$ cat config.mk
export PLATFORM = sky130hd
export DESIGN_NAME = argmax_out_10_16
export DESIGN_NICKNAME = d
export VERILOG_FILES = /design/src/rtl/nn_out_pkg.sv /design/src/rtl/argmax_cmp_16.sv /design/src/rtl/argmax_out_10_16.sv
export SDC_FILE = /design/constraint.sdc
export NUM_CORES = 1
export LEC_CHECK = 0
export ABC_AREA = 1
export BUFFER_PORTS_ARGS = -buffer_cell sky130_fd_sc_hd__buf_2
export CAP_MARGIN = 10
export CELL_PAD_IN_SITES_DETAIL_PLACEMENT = 0
export CELL_PAD_IN_SITES_GLOBAL_PLACEMENT = 2
export CORE_ASPECT_RATIO = 0.9
export CORE_MARGIN = 5
export CORE_UTILIZATION = 31
export DETAILED_ROUTE_END_ITERATION = 10
export PLACE_DENSITY = 0.87
export SLEW_MARGIN = 20
export SYNTH_ARGS = -nofsm -noshare
export SYNTH_HDL_FRONTEND = slang
export SYNTH_SLANG_ARGS = --single-unit
export TNS_END_PERCENT = 10
$ cat constraint.sdc
create_clock -name clk -period 3.4 [get_ports clk]
set_input_delay 0.17 -clock clk [delete_from_list [all_inputs] [get_ports clk]]
set_output_delay 0.17 -clock clk [all_outputs]
set_load 0.01 [all_outputs]
$ cat src/rtl/nn_out_pkg.sv
// Shared types and constants for the network output classifier stage.
package nn_out_pkg;

  localparam int M_OUT = 10;
  localparam int WIDTH = 16;
  localparam int IDX_W = 4;

  typedef logic signed [WIDTH-1:0] score_t;
  typedef logic        [IDX_W-1:0] idx_t;

  typedef enum logic {
    COLLECT = 1'b0,
    OUTPUT  = 1'b1
  } state_t;

endpackage

$ cat src/rtl/argmax_cmp_16.sv
// Combinational compare-and-select: strict signed greater-than keeps the lowest index on ties.
module argmax_cmp_16 #(
  parameter int WIDTH = 16,
  parameter int IDX_W = 4
) (
  input  logic                    first,
  input  logic signed [WIDTH-1:0] score,
  input  logic signed [WIDTH-1:0] max_cur,
  input  logic        [IDX_W-1:0] idx_cur,
  input  logic        [IDX_W-1:0] count,
  output logic signed [WIDTH-1:0] max_nxt,
  output logic        [IDX_W-1:0] idx_nxt
);
  logic take;

  // The first element of a vector always loads, whatever stale max_r holds.
  assign take    = first || (score > max_cur);
  assign max_nxt = take ? score : max_cur;
  assign idx_nxt = take ? count : idx_cur;

endmodule

$ cat src/rtl/argmax_out_10_16.sv
// Output classifier: tracks the running max over an M-score vector, then presents index/value.
//  state   | meaning
//  COLLECT | accepting scores, s_ready_x=1, m_valid_y=0
//  OUTPUT  | result held until m_ready_y, s_ready_x=0, m_valid_y=1
module argmax_out_10_16 #(
  parameter int M     = 10,
  parameter int WIDTH = 16,
  parameter int IDX_W = 4
) (
  input  logic             clk,
  input  logic             reset,
  input  logic [WIDTH-1:0] s_data_in_x,
  input  logic             s_valid_x,
  output logic             s_ready_x,
  output logic [IDX_W-1:0] m_idx_y,
  output logic [WIDTH-1:0] m_max_y,
  output logic             m_valid_y,
  input  logic             m_ready_y
);
  import nn_out_pkg::*;

  localparam logic [IDX_W-1:0] LAST = IDX_W'(M - 1);

  state_t                    state, state_nxt;
  logic        [IDX_W-1:0]   count;
  logic signed [WIDTH-1:0]   max_r, max_nxt;
  logic        [IDX_W-1:0]   idx_r, idx_nxt;
  logic                      in_fire;

  assign s_ready_x = (state == COLLECT);
  assign m_valid_y = (state == OUTPUT);
  assign in_fire   = s_valid_x && s_ready_x;
  assign m_idx_y   = idx_r;
  assign m_max_y   = max_r;

  argmax_cmp_16 #(.WIDTH(WIDTH), .IDX_W(IDX_W)) u_cmp (
    .first   (count == '0),
    .score   (s_data_in_x),
    .max_cur (max_r),
    .idx_cur (idx_r),
    .count   (count),
    .max_nxt (max_nxt),
    .idx_nxt (idx_nxt)
  );

  always_comb begin
    state_nxt = state;
    case (state)
      COLLECT: if (in_fire && count == LAST) state_nxt = OUTPUT;
      OUTPUT:  if (m_ready_y)                state_nxt = COLLECT;
      default: state_nxt = COLLECT;
    endcase
  end

  always_ff @(posedge clk or negedge reset) begin
    if (!reset) begin
      state <= COLLECT;
      count <= '0;
      max_r <= '0;
      idx_r <= '0;
    end else begin
      state <= state_nxt;
      if (in_fire) begin
        max_r <= max_nxt;
        idx_r <= idx_nxt;
        count <= (count == LAST) ? '0 : count + 1'b1;
      end
    end
  end

endmodule

# Word level (Yosys, flattened, before mapping)

Cells that the tools add are included.

Bits in registers: 25
Input port bits: 20
Logic and storage cells: 17

Add/sub/neg operators: 1
$lt $le $gt $ge: 1
Equal/unequal tests: 1
Multiplexer cells: 4
Bitwise logic cells: 1
Reduce and logical (&&, ||, !) cells: 5

Operators with widths:

| cell                                                          | number |
|---|---|
| 16-bit greater-than comparator                                | 1 |
| 4-bit by 1-bit adder with 4-bit output, second input constant | 1 |
| 4-bit equality test, second input constant                    | 1 |
| 4-bit zero test                                               | 1 |
| 4-bit 2-to-1 mux                                              | 1 |
| 1-bit logical AND                                             | 2 |
| 1-bit 2-to-1 mux                                              | 2 |
| 1-bit case mux with 2 select lines                            | 1 |
| 2-bit AND reduction                                           | 1 |
| 1-bit logical OR                                              | 1 |
| 1-bit NOT                                                     | 1 |

# Longest topological paths before layout

Depth after elaboration: 5
Mapped depth: 16
Gate-level depth less buffers: 15

# Cells and area by module

Synthesis repeated with hierarchy kept, for this count alone.

Cells, all modules: 266
Area total of the unflattened synthesis: 1,809.2 µm²

By module, submodules not included:

| module           | instances | cells an instance | area an instance (µm²) |
|---|---|---|---|
| argmax_out_10_16 | 1         | 119               | 1,036.0 |
| argmax_cmp_16    | 1         | 147               | 773.2 |

# Least setup slack after synthesis

OpenSTA, ideal clock, no wires.

Kind: register -> register
From: reg max_r[15] (netlist: m_max_y[15])
To: reg max_r[0] (netlist: m_max_y[0])
Library setup time: 0.116 ns
Arrival: 1.672 ns
Required time: 3.284 ns
Setup slack: 1.612 ns
Stages on the path, launching flop included: 15
Period minus slack after synthesis: 1.788 ns
Cell sequence: dfrtp_1 > inv_1 > ha_1 > nand2_1 > o21bai_1 > nand2_1 > a21oi_1 > nand2_1 > nand2_1 > nand3_2 > nand2_4 > nand2_4 > buf_6 > nand2_2 > nand2_1

Cells in the longest elaborated chain, start to end: 3

Ends and longest elaborated chain:

| what                           | RTL line               | RTL |
|---|---|---|
| start, declared                | argmax_out_10_16.sv:26 | `logic signed [WIDTH-1:0] max_r, max_nxt;` |
| start signal, assigned         | argmax_out_10_16.sv:64 | `max_r <= max_nxt;` |
| 16-bit greater-than comparator | argmax_cmp_16.sv:17    | `assign take = first \|\| (score > max_cur);` |
| 1-bit logical OR               | argmax_cmp_16.sv:17    |  |
| 2-bit AND reduction (no line)  | -                      |  |

Every way passes these cells.
A chain may end at the register's enable or synchronous reset.

# Worst setup path after layout

From: reg max_r[15] (netlist: m_max_y[15])
To: reg max_r[13] (netlist: m_max_y[13])

Same word-level chain as after synthesis.

==> key figures <==
Outcome
  • Status: finished, final reports clean

Clock network
  • Maximum root-to-sink buffer count: 2
  • Clk sink count: 25
  • CTS Buf Count: 3
  • CTS HTree Levels: 1
  • Buffer count from post-CTS setup fixing: 0
  • Skew-Pair Late Insertion Delay: 0.27 ns
  • CTS tree: built
  • Clock transition at path regs: 0.09 ns
  • CTS Root Cell: clkbuf_8

Drt
  • DRT antenna net count: 0
  • Routed vias/inst: 4.40
  • Detailed Routing Iterations Pass 1: 4
  • DR DRC count: 0
  • Initial DRC Count: 72
  • Drt wl/cell: 11.8 um
  • Vias: 1323
  • Drt total wl: 3550 um

Cells and area
  • Register area: 626 sq um
  • Footprint of the multi-input gates: 747 sq um
  • Final-layout fill cell count: 537
  • Share of layout cells above drive strength 1: 25.4%
  • Final nets: 273
  • Post-Layout Cell Count: 301
  • Final instance area: 1840 sq um
  • Inserted Diodes: 0
  • Fin util: 38.1%
  • Layout area overhead: 19.1%

Global routing
  • Global route overflow: 0
  • GRT Total Usage: 11.2%
  • Global-route wire length before repair: 6010 um
  • Initial antenna violation count: 0
  • Number of global-route vias before repair: 1308
  • Pin count of the biggest net entering global routing: 26

Yosys
  • Top cells by area, synth: dfrtp_1 40%, ha_1 13%, nand2_1 13%
  • Cell Area, Synth: 1550 sq um
  • Synth warnings: 0
  • Mapped Cells: 196
  • Top-count cell post-synth: nand2_1
  • Most area-hungry cell type in the Yosys netlist: dfrtp_1
  • Number of distinct library cells after synthesis: 21
  • Share of the synthesized area in the top cell type: 40.4%
  • FF+latch count, synth: 25
  • Number of synthesized flops with an enable pin: 0
  • FFs w/ async S/R, synth: 100%
  • Post-synth top flop: dfrtp_1
  • List of most frequent post-synthesis cells: 52 x nand2_1, 34 x inv_1, 25 x dfrtp_1, 25 x nand3_1, 16 x ha_1
  • Syn avg cell area: 7.90 sq um
  • Sequential cell area fraction in the yosys report: 40.4%
  • Mapped Nets: 232

Power
  • Total leakage power: 1.08 nW
  • Overall Power: 1.58 mW
  • Register share of total power: 35.7%
  • Worst VDD drop: 0.374 mV
  • Clock share of power: 11.3%
  • PD cells: 855 nW/um^2
  • Gate power share: 53.0%
  • Internal power: 0.841 mW
  • Sw power: 0.734 mW
  • Switching fraction of total power: 46.6%

STA
  • Final Hold Viols: 0
  • Actual slew at the worst max-slew pin: 0.729 ns
  • Tmin final: 2.17 ns
  • Setup TNS: 0 ns
  • Final setup violating endpoints: 0
  • RSZ-0062 raised after global routing: no
  • F_max: 461 MHz
  • Final setup margin: 1.23 ns
  • Final hold slack: 0.0736 ns
  • Post-route clock period utilization: 63.8%
  • Max-slew violations: 0
  • Max Clock Skew: 0.00407 ns
  • Slew HR: 51.3%

Setup path
  • Crit Path Category: reg2reg
  • Critical Path AT: 2.33 ns
  • Crit-path cells: inv_1 > ha_1 > nand2_1 > o21bai_1 > nand2_1 > a21oi_1 > nand2_1 > nand2_1 > nand3_2 > nand2_4 > nand2_4 > nand2_1 > nand2_1
  • Worst-path fanout max: 21
  • CP endpoint kind: flop
  • Max stage delay on crit path: 0.39 ns
  • Crit-path slowest cell: dfrtp_1
  • Worst reg2reg path depth: 13
  • CP Launch Type: flop
  • WP data required: 3.56 ns
  • Most used cell, CP: nand2_1

Die
  • DIE AREA: 6510 sq um
  • Die width: 84.5 um
  • Die Ht: 77.0 um
  • Ports: 42
  • Core Area: 4830 sq um
  • Std-Cell Rows: 24
  • Starting Density: 32.0%

Placed design
  • Placed inst area: 1790 sq um
  • Dpl ws: 1.21 ns
  • Gpl congestion: 0.773
  • Hpwl dp: 2680 um
  • IO buf count: 41
  • Placed Instances: 296

Hold path
  • WHS Path Cells: 2
  • Hold Crit Class: in2reg

Flow run
  • Max Cap Viol: 0
layout make-up:
class / instances / share of cell area (%)
well taps: 65 / 4.41
inverters: 34 / 6.92
clock inverters: 1 / 0.272
flip-flops and latches: 25 / 33.9
multi-input cells: 131 / 40.5
repair buffers: 42 / 11.7
clock buffers: 3 / 2.24
registers in the layout, indices dropped and copies added (netlist names):
name       flops
m_max_y       16
count          4
m_valid_y      1
m_idx_y        4
kinds of logic after synthesis:
family | count (synthesis) | synth area share [%]
AND/OR/NAND/NOR | 104 | 31.2
buffers and inverters | 40 | 11.3
flip-flops | 25 | 40.4
adder cells (fa/ha/maj) | 16 | 12.9
AO/OA/AOI/OAI | 10 | 3.56
XOR/XNOR | 1 | 0.566
layer usage:
metal	part of all wire, %	GRT usage [%]
met2	50	19.3
met4	0.54	1.90
met3	4.2	3.00
met1	45	14.1
met5	0	0
worst max-delay path: cells and delay by family, from the launching register on:
kind / cells / cell delay, ns
compound gates: 2 / 0.30
simple gates: 9 / 1.03
buf+inv: 1 / 0.05
fa+ha+maj: 1 / 0.28
flops: 1 / 0.39
repair_timing:
action / 4_1_cts / 5_1_grt
endpoints found under the hold margin: 25 / 0
gates resized for setup: 0 / 0
hold buffers: 1 / 0
final timing paths:
kind                       slack, ns          end         from
setup / recovery                1.23  m_max_y[13]  m_max_y[15]
max in group asynchronous       2.59   m_max_y[4]        reset
min in group asynchronous       0.43  m_max_y[10]        reset
hold reg to reg                 0.49   m_idx_y[1]   m_idx_y[1]
hold / removal                  0.07    m_valid_y    m_ready_y
setup reg to reg                1.23  m_max_y[13]  m_max_y[15]
placed cells by master, fill, tap and decap left out, drive strengths merged, types with 4 or more instances in the layout:
cell	n
a21oi	4
buf	41
dfrtp	25
ha	16
inv	34
nand2	65
nand3	26
nor2	8
power groups by stage:
stage / Sequential (mW) / Clock [mW] / Combinational, mW
after detailed placement: 0.570 / 0 / 0.857
final: 0.562 / 0.178 / 0.835
after floorplan: 0.608 / 0 / 0.584
after global placement: 0.568 / 0 / 0.849
after global routing: 0.587 / 0.199 / 0.976
after CTS: 0.565 / 0.190 / 0.862
Power figures use the tool's default switching activity.
